File: src/rtl/display_link_framer.sv
// Transmit framer for the serial display link: packs pixels, PIO sideband
// words and I2C tristate bits into fixed frames of 4-clock slots.
//
// Ports:
//   c, rn          link clock, async active-low reset
//   en, active     link enable, framer running
//   pixel_*        pixel offer, registered consume pulse, data, first flag
//   sda_t, scl_t   I2C tristate bits, sampled at frame start
//   wvalid/wready  PIO FIFO write port; wdata word
//   fifo_level     queued PIO words
//   overflow(_clr) sticky dropped-write flag and its clear
//   data_nib       data nibble stream, LSB first
//   clk_nib        pulse-width clock nibble stream, aligned with data_nib
//   frame_start    slot 0 / cyc 0 marker
//   frame_count    frames sent, wrapping
module display_link_framer #(
  parameter int SLOTS      = 25,
  parameter int PIX_SLOTS  = 20,
  parameter int PIO_W      = 12,
  parameter int FIFO_DEPTH = 4
) (
  input  logic                        c,
  input  logic                        rn,
  input  logic                        en,
  input  logic                        pixel_valid,
  output logic                        pixel_ready,
  input  logic [15:0]                 pixel_data,
  input  logic                        pixel_first,
  input  logic                        sda_t,
  input  logic                        scl_t,
  input  logic                        wvalid,
  output logic                        wready,
  input  logic [PIO_W-1:0]            wdata,
  output logic [$clog2(FIFO_DEPTH):0] fifo_level,
  output logic                        overflow,
  input  logic                        overflow_clr,
  output logic [3:0]                  data_nib,
  output logic [3:0]                  clk_nib,
  output logic                        frame_start,
  output logic [15:0]                 frame_count,
  output logic                        active
);

  localparam int SW  = $clog2(SLOTS);
  localparam int AW  = $clog2(FIFO_DEPTH);
  localparam int LW  = AW + 1;
  localparam int SBW = PIO_W + 3;

  typedef enum logic {
    IDLE = 1'b0,
    RUN  = 1'b1
  } state_t;

  state_t state;
  state_t state_nx;

  logic [1:0]    cyc;
  logic [SW-1:0] slot;
  logic          slot_last;
  logic          frame_end;
  logic          fs;
  logic          accept;
  logic          is_sync;

  logic [PIO_W-1:0] mem [FIFO_DEPTH];
  logic [AW-1:0]    rd_ptr;
  logic [AW-1:0]    wr_ptr;
  logic [LW-1:0]    level;
  logic             push;
  logic             pop;

  logic [SBW-1:0]   sb_reg;
  logic [SBW-1:0]   sb_cur;
  logic [PIO_W-1:0] sb_head;
  logic [SLOTS-1:0] sb_ext;
  logic             sb_bit;

  logic [2:0]  code;
  logic [15:0] clk_word;
  logic [11:0] dsr;
  logic [11:0] csr;
  logic        started;

  // ---------------- run/idle control ----------------
  assign active = (state == RUN);

  always_ff @(posedge c or negedge rn) begin
    if (!rn) begin
      state <= IDLE;
    end else begin
      state <= state_nx;
    end
  end

  // Enable is only looked at while idle or on the final clock of a
  // frame, so frames are never truncated.
  always_comb begin
    state_nx = state;
    unique case (state)
      IDLE: if (en) state_nx = RUN;
      RUN:  if (frame_end && !en) state_nx = IDLE;
      default: state_nx = IDLE;
    endcase
  end

  // ---------------- frame position ----------------
  assign slot_last = (slot == SW'(SLOTS - 1));
  assign frame_end = slot_last && (cyc == 2'd3);
  assign is_sync   = slot_last;
  assign fs        = active && (slot == '0) && (cyc == 2'd0);
  assign frame_start = fs;

  always_ff @(posedge c or negedge rn) begin
    if (!rn) begin
      cyc  <= 2'd0;
      slot <= '0;
    end else if (active) begin
      cyc <= cyc + 2'd1;
      if (cyc == 2'd3) begin
        slot <= slot_last ? '0 : slot + 1'b1;
      end
    end
  end

  assign accept = active && (cyc == 2'd0) &&
                  (slot < SW'(PIX_SLOTS)) && pixel_valid;

  // ---------------- PIO FIFO ----------------
  assign wready     = (level < LW'(FIFO_DEPTH));
  assign fifo_level = level;
  assign push       = wvalid && wready;
  // Pop decision uses the pre-push level: a word written in the
  // frame-start clock waits for the next frame.
  assign pop        = fs && (level != '0);

  always_ff @(posedge c) begin
    if (push) begin
      mem[wr_ptr] <= wdata;
    end
  end

  always_ff @(posedge c or negedge rn) begin
    if (!rn) begin
      rd_ptr <= '0;
      wr_ptr <= '0;
      level  <= '0;
    end else begin
      if (push) wr_ptr <= wr_ptr + 1'b1;
      if (pop)  rd_ptr <= rd_ptr + 1'b1;
      unique case ({push, pop})
        2'b10:   level <= level + 1'b1;
        2'b01:   level <= level - 1'b1;
        default: level <= level;
      endcase
    end
  end

  always_ff @(posedge c or negedge rn) begin
    if (!rn) begin
      overflow <= 1'b0;
    end else if (wvalid && !wready) begin
      overflow <= 1'b1;
    end else if (overflow_clr) begin
      overflow <= 1'b0;
    end
  end

  // ---------------- sideband ----------------
  // Slot 0 needs its sideband bit in the capture clock itself, so the
  // freshly assembled vector is used directly during frame start.
  assign sb_head = pop ? mem[rd_ptr] : sb_reg[PIO_W-1:0];
  assign sb_cur  = fs ? {sda_t, scl_t, pop, sb_head} : sb_reg;

  always_ff @(posedge c or negedge rn) begin
    if (!rn) begin
      sb_reg <= '0;
    end else if (fs) begin
      sb_reg <= sb_cur;
    end
  end

  // Slots past the sideband vector read as zero.
  always_comb begin
    sb_ext = '0;
    sb_ext[SBW-1:0] = sb_cur;
  end

  assign sb_bit = sb_ext[slot];
  assign code   = {sb_bit, accept, pixel_first};

  // ---------------- clock pulse-width code ----------------
  always_comb begin
    clk_word = 16'h000F;
    unique case (1'b1)
      is_sync:                         clk_word = 16'h0FFF;
      !is_sync && code[2:1] == 2'b00:  clk_word = 16'h000F;
      !is_sync && code == 3'b010:      clk_word = 16'h001F;
      !is_sync && code == 3'b011:      clk_word = 16'h003F;
      !is_sync && code[2:1] == 2'b10:  clk_word = 16'h007F;
      !is_sync && code == 3'b110:      clk_word = 16'h00FF;
      !is_sync && code == 3'b111:      clk_word = 16'h01FF;
    endcase
  end

  // ---------------- nibble serialisers ----------------
  // Nibble 0 goes straight to the output register at cyc 0; the
  // shifters only hold the three remaining nibbles.
  always_ff @(posedge c or negedge rn) begin
    if (!rn) begin
      dsr      <= '0;
      csr      <= '0;
      data_nib <= 4'h0;
      clk_nib  <= 4'h0;
    end else if (!active) begin
      dsr      <= '0;
      csr      <= '0;
      data_nib <= 4'h0;
      clk_nib  <= 4'h0;
    end else if (cyc == 2'd0) begin
      dsr      <= accept ? pixel_data[15:4] : 12'h000;
      data_nib <= accept ? pixel_data[3:0] : 4'h0;
      csr      <= clk_word[15:4];
      clk_nib  <= clk_word[3:0];
    end else begin
      dsr      <= {4'h0, dsr[11:4]};
      data_nib <= dsr[3:0];
      csr      <= {4'h0, csr[11:4]};
      clk_nib  <= csr[3:0];
    end
  end

  always_ff @(posedge c or negedge rn) begin
    if (!rn) begin
      pixel_ready <= 1'b0;
    end else begin
      pixel_ready <= accept;
    end
  end

  // ---------------- frame counter ----------------
  // The first frame after reset is frame zero, so it does not count.
  always_ff @(posedge c or negedge rn) begin
    if (!rn) begin
      frame_count <= 16'h0000;
      started     <= 1'b0;
    end else if (fs) begin
      if (started) frame_count <= frame_count + 16'd1;
      started <= 1'b1;
    end
  end

endmodule
File: config.mk
export PLATFORM = sky130hd
export DESIGN_NAME = display_link_framer
export DESIGN_NICKNAME = d
export VERILOG_FILES = /design/src/rtl/display_link_framer.sv
export SDC_FILE = /design/constraint.sdc
export NUM_CORES = 1
export LEC_CHECK = 0
export CELL_PAD_IN_SITES_DETAIL_PLACEMENT = 0
export CELL_PAD_IN_SITES_GLOBAL_PLACEMENT = 1
export CORE_ASPECT_RATIO = 0.9
export CORE_MARGIN = 8
export CORE_UTILIZATION = 46
export CTS_BUF_LIST = sky130_fd_sc_hd__clkbuf_4 sky130_fd_sc_hd__clkbuf_8
export CTS_CLUSTER_SIZE = 28
export DETAILED_ROUTE_END_ITERATION = 12
export PLACE_DENSITY = 0.8
export SLEW_MARGIN = 40
export SYNTH_ARGS = -nofsm -noshare
export SYNTH_HDL_FRONTEND = slang
export SYNTH_SLANG_ARGS = --single-unit
File: constraint.sdc
create_clock -name c -period 3.24 [get_ports c]
set_input_delay 0.648 -clock c [delete_from_list [all_inputs] [get_ports c]]
set_output_delay 0.648 -clock c [all_outputs]
set_load 0.02 [all_outputs]
Word-level counts from Yosys, hierarchy flattened
Memories as Yosys holds them, arrays and structs flattened.
Cells that the tools add are included.
{"block": "classes", "n_reduce_logical": 27, "bitwise_logic": 1, "n_lt_le_gt_ge": 3, "addsub": 7, "muxes": 24, "eq_ne": 9}
{"op": "$pmux 16 s7", "count": 1}
{"op": "$mux 12", "count": 6}
{"op": "$mux 4", "count": 5}
{"op": "$add 16x1->16 const B", "count": 1}
{"op": "$logic_and 1x1->1", "count": 16}
{"op": "$mux 15", "count": 1}
{"op": "$mux 1", "count": 7}
{"op": "$add 2x1->2 const B", "count": 3}
{"op": "$eq 2x2->1 const B", "count": 3}
{"op": "$eq 3x2->1 const B", "count": 2}
{"op": "$eq 3x3->1 const B", "count": 2}
{"op": "$lt 5x6->1 const B", "count": 1}
{"op": "$pmux 3 s2", "count": 1}
{"op": "$add 5x1->5 const B", "count": 1}
{"op": "$bmux 1 s5", "count": 1}
{"op": "$eq 5x5->1 const B", "count": 1}
{"op": "$logic_not 5->1", "count": 1}
{"op": "$lt 5x5->1 const B", "count": 1}
{"op": "$mux 5", "count": 1}
{"op": "$logic_not 2->1", "count": 2}
{"op": "$reduce_and 2->1", "count": 2}
{"op": "$reduce_bool 2->1", "count": 2}
{"op": "$add 3x1->3 const B", "count": 1}
{"op": "$logic_not 1->1", "count": 3}
{"op": "6 further kinds", "count": 6}
{"block": "totals", "reg_bits": 81, "ram_bits": 48, "elab_cells": 87, "memories": 1, "out_inout_bits": 32}
{"name": "mem", "words": 4, "width": 12, "rd": 1, "rd_ports_with_merged_regs": 0, "write_ports": 1, "line_no": "65", "rtl": "logic [PIO_W-1:0] mem [FIFO_DEPTH];"}

Logic depth before layout (Yosys ltp)
Gate-level depths: netlist of the first run.
{"block": "logic_depth", "ltp_word": 13, "depth_mapped": 13}

Worst setup path after synthesis of the first run
No wires, ideal clock.
{"block": "synth_path", "kind": "register to register", "startpoint": "register slot[0]", "endpoint": "register csr[3]", "synth_period_minus_slack_ps": 2653, "setup_slack_ps": 587, "path_stages_with_launch": 13, "arrival_time_ps": 2557, "setup_time_ps": 96, "path_cell_list": "dfrtp_1 -> clkbuf_1 -> inv_1 -> ha_1 -> nor4b_4 -> nand3_2 -> clkinv_2 -> buf_6 -> nand2_2 -> a2111oi_2 -> nand4_1 -> a211o_1 -> a311oi_2"}
{"block": "synth_between", "elab_chain_cells": 13, "word_cells_on_any_way": 28}
{"item": "start: declaration", "line_no": "58", "rtl": "logic [SW-1:0] slot;"}
{"item": "start signal: assignment", "line_no": "120", "rtl": "slot <= slot_last ? '0 : slot + 1'b1;"}
{"item": "$logic_not 5->1", "line_no": "110", "rtl": "assign fs = active && (slot == '0) && (cyc == 2'd0);"}
{"item": "$logic_and 1x1->1 (2 in series)", "line_no": "110"}
{"item": "$logic_and 1x1->1", "line_no": "134", "rtl": "assign pop = fs && (level != '0);"}
{"item": "$mux 12", "line_no": "171", "rtl": "assign sb_head = pop ? mem[rd_ptr] : sb_reg[PIO_W-1:0];"}
{"item": "$mux 15", "line_no": "172", "rtl": "assign sb_cur = fs ? {sda_t, scl_t, pop, sb_head} : sb_reg;"}
{"item": "$bmux 1 s5", "line_no": "188", "rtl": "assign sb_bit = sb_ext[slot];"}
{"item": "$mux 1 (implied by the code)", "line_no": "188"}
{"item": "$eq 3x3->1 (tied with other cells)", "line_no": "201", "rtl": "!is_sync && code == 3'b111: clk_word = 16'h01FF;"}
{"item": "$logic_and 1x1->1 (tied with other cells)", "line_no": "201"}
{"item": "$pmux 16 s7 *", "line_no": "194", "rtl": "unique case (1'b1)"}
{"item": "$mux 12 *", "line_no": "219", "rtl": "end else if (cyc == 2'd0) begin"}
{"item": "$mux 12 *", "line_no": "214", "rtl": "end else if (!active) begin"}
{"item": "end signal: assignment", "line_no": "222", "rtl": "csr <= clk_word[15:4];"}
{"item": "end signal: assignment", "line_no": "227", "rtl": "csr <= {4'h0, csr[11:4]};"}
{"item": "end: declaration", "line_no": "81", "rtl": "logic [11:0] csr;"}
Every way passes the cells marked *; elsewhere a longest branch is shown, timed or not. The select of a mux whose other input is x is not followed.
A chain may end at the register's enable or synchronous reset.

Worst setup path in the final report of the first run
{"block": "layout_path", "startpoint": "register slot[1]", "endpoint": "output frame_start"}
{"block": "layout_between", "elab_chain_cells": 3}
{"item": "$logic_not 5->1", "line_no": "110"}
{"item": "$logic_and 1x1->1 (2 in series)", "line_no": "110"}
{"item": "end: declaration", "line_no": "39", "rtl": "output logic frame_start,"}
Every way passes these cells.

==> key figures, run 1 <==
Logic synthesis
  – Adder-Cell Fraction of Synth Area: 2.83%
  – XOR/XNOR Fraction of Synth Area: 3.76%
  – Mux share of post-synthesis cell area: 7.24%
  – Area share of the largest cell type after synthesis: a little over a third
  – Synth Instances: 382
  – Post-Syn Area: 5130 um^2
  – Main synth FF type: dfrtp_1
  – Synth Register Bits: 123
  – Dominant cell type by area after synthesis: dfrtp_1
  – Asr flop ratio synth: 61.0%
  – Synth top cells by count: dfrtp_1, edfxtp_1, nand2_1
  – Post-synth EDFFs: 48
  – Count of cell types in the netlist: between 40 and 50
  – Syn_area_per_cell: 13.4 um^2
  – Syn nets: 430
  – Yosys warns: 0
  – Post-Synth Simple-Gate Area: between 10 and 15%
  – Area contributors post-synth: dfrtp_1, edfxtp_1, mux4_2
  – Compound-gate portion of the synthesized area: 6.24%
  – Sequential area share after synthesis: 64.7%
  – Main combinational cell family by area after synthesis: simple AND/OR/NAND/NOR gates
  – Most frequent cell after synthesis: dfrtp_1

Worst setup path
  – Type of origin of the critical path: flop
  – Critical Path RT: 2.59 ns
  – Reg-to-Reg Start: slot[1]
  – Worst-case reg-to-reg path depth: 11
  – Crit end category: output port
  – R2R Path End: csr[3]
  – Crit Path Category: flop to output port
  – CP Max Fanout: 9
  – Worst R2R Setup Slack: ~0.35 ns
  – Arr. time, crit path: 2.39 ns

Drt
  – DRC Markers: 0
  – Antenna viol nets, final: 0
  – Vias/cell: 5.01
  – DR pass1 iterations: 4
  – Avg WL per Cell: 15.3 um
  – Vias: roughly 3100
  – Post-Route WL: 9570 um
  – Iter 0 DRT Violations: around 160

Layout
  – Nets: 507
  – Layout cells sized above 1: 13.8%
  – Max FFs per register: 48
  – Number of fill cells in the layout: 874
  – Number of diodes: 0
  – Post-Layout Cell Count: 624
  – Syn-to-layout area delta: 23.7%

Pwr
  – Lkg Pwr: 2.59 nW
  – Power per cell area: 807 nW/um^2
  – Total power draw: roughly 0.0051 W
  – Worst vdd ir: 0.460 mV

STA
  – Worst slew margin: 54.9%
  – Worst Tran Pin Value: 0.677 ns
  – Final worst slack: 0.204 ns
  – Final hold violation count: 0
  – Final setup fails: 0
  – Slew Viols, Final: 0
  – Max Fclk: 329 MHz
  – Fin crit period: 3.04 ns
  – Clock skew: roughly 0.011 ns
  – RSZ-0062 raised after global routing: no
  – Final setup TNS: 0 ns
  – Period utilization: 93.7%

CTS
  – TritonCTS clock tree: done
  – Hold-fix buffers at CTS: 0
  – Number of CTS-inserted buffers: 17
  – H-Tree Depth: 4
  – Clock-pin slew on the worst setup and hold paths: roughly 0.070 ns
  – Sink Count: 123
  – Clock Path Buffers: 2
  – CTS root buffer: clkbuf_8
  – Later-pin clock latency in the skew report: 0.43 ns

GRT
  – Vias in the first global route: 3167
  – Largest net degree at the start of global routing: 76
  – GRT Total Usage: 14.1%
  – Antenna violations before repair: 0
  – First-pass GRT wire length: 16000 um
  – Overflow after GRT: 0

Place
  – HPWL Detailed: 6410 um
  – DP Cell Count: 590
  – I/O Buffers: 68
  – DP Worst Slack: 0.410 ns
  – RD Place Congestion: ~0.8

Worst hold path
  – Worst hold-check path type: primary input to asynchronous set/reset pin

Die
  – Initial Util: 47.3%
  – Core Box Area: 10900 um^2
  – Num rows: 36
  – Ports: between 60 and 70
  – Die height: 116 um
  – Horiz. Die Dim: 127 um
  – Die ar.: 14800 um^2

Run status
  – Status: completed

Flow run
  – # Max-Cap Violations: 0
[worst max path at each step]
| stage | startpoint | end | slack, ns | cells past startpoint |
|---|---|---|---|---|
| 4_1_cts | slot[0] | frame_start | 0.04 | 6 |
| 2_1_floorplan | slot[0] | csr[3] | 0.59 | 12 |
| 3_3_place_gp | slot[0] | csr[3] | 0.52 | 10 |
| 6_report | slot[1] | frame_start | 0.20 | 6 |
| 3_5_place_dp | slot[0] | csr[3] | 0.41 | 9 |
| 5_1_grt | slot[1] | frame_start | 0.04 | 6 |
[repair_timing]
| item | CTS | global route |
|---|---|---|
| setup buffers | 0 | 2 |
| setup endpoints to repair | 0 | 1 |
| gates resized for setup | 0 | 2 |
[critical path: stages, from the launching register on]
cell             delay (ns)
dfrtp_1                0.46
inv_1                  0.18
ha_1                   0.20
nor4b_4                0.26
nand2_2                0.17
inv_1                  0.10
clkdlybuf4s50_1        0.60
[cell usage in the layout, fill, tap and decap left out, types with 2 or more instances in the layout]
cell type	n
a21oi_1	19
mux2_2	6
o22ai_1	2
dfrtp_1	75
nor3_1	4
clkinv_2	6
o21a_1	4
nand3_1	8
clkdlybuf4s50_1	67
clkbuf_8	17
nand4_1	5
o21ai_0	11
nor2_1	9
a31oi_1	2
and3_1	4
nor2b_1	27
ha_1	10
nand2_1	43
nand2b_1	2
or3_1	5
nand2_2	2
a21o_1	4
edfxtp_1	48
and2_1	10
clkbuf_4	5
xnor2_1	14
bufinv_16	2
xor2_1	8
inv_1	12
clkinv_1	2
mux4_2	12
mux2_1	3
buf_4	7
o31ai_1	2
[per-layer routing]
metal	routed length [um]	track usage, %	vias to the layer above
met5	0	0	-
met4	199	8.55	0
met3	526	4.11	19
met2	4500	22.3	63
met1	4340	16.9	1549
li1	-	-	1498
[through the flow]
stage	area (um^2)	hold slack, ns	utilization (%)
after detailed placement	5950	0.436	54.9
after global routing	6340	0.259	58.4
after global placement	5950	0.438	54.8
after CTS	6330	0.234	58.3
after floorplan	5130	0.352	-
final	6340	0.225	58.4
[kinds of logic (layout without fill, tap and decap cells)]
kind of cell | after synthesis | after routing
simple gates | 123 | 123
fa+ha+maj | 11 | 11
buf+inv | 31 | 121
flops | 123 | 123
mux | 21 | 21
xor+xnor | 22 | 22
compound gates | 51 | 51
[layout make-up]
cell class | instances | area (um^2) | share of cell area [%]
inverter | 14 | 53.8 | 0.848
multi-input combinational | 228 | 1680 | 26.4
tap | 152 | 190 | 3.00
clock inverter | 10 | 100 | 1.58
sequential | 123 | 3320 | 52.3
timing repair buffer | 75 | 734 | 11.6
clock buffer | 22 | 272 | 4.28
[power by group]
group / leakage (nW) / total (W) / switching, W / internal (W)
combinational: 0.997 / 0.00155 / 0.000775 / 0.000770
clock: 0.196 / 0.00128 / 0.000568 / 0.000713
sequential: 1.39 / 0.00229 / 0.000284 / 0.00201
No activity file was read; power rests on OpenSTA's default activity.
==> run 2: changes to the inputs <==
--- a/config.mk
+++ b/config.mk
@@ -13,6 +13,7 @@
 export CTS_BUF_LIST = sky130_fd_sc_hd__clkbuf_4 sky130_fd_sc_hd__clkbuf_8
 export CTS_CLUSTER_SIZE = 28
 export DETAILED_ROUTE_END_ITERATION = 12
+export HOLD_SLACK_MARGIN = 0.12
 export PLACE_DENSITY = 0.8
 export SLEW_MARGIN = 40
 export SYNTH_ARGS = -nofsm -noshare
==> results of run 2 <==
No change in the layout: final DEF, timing and power equal those of run 1.
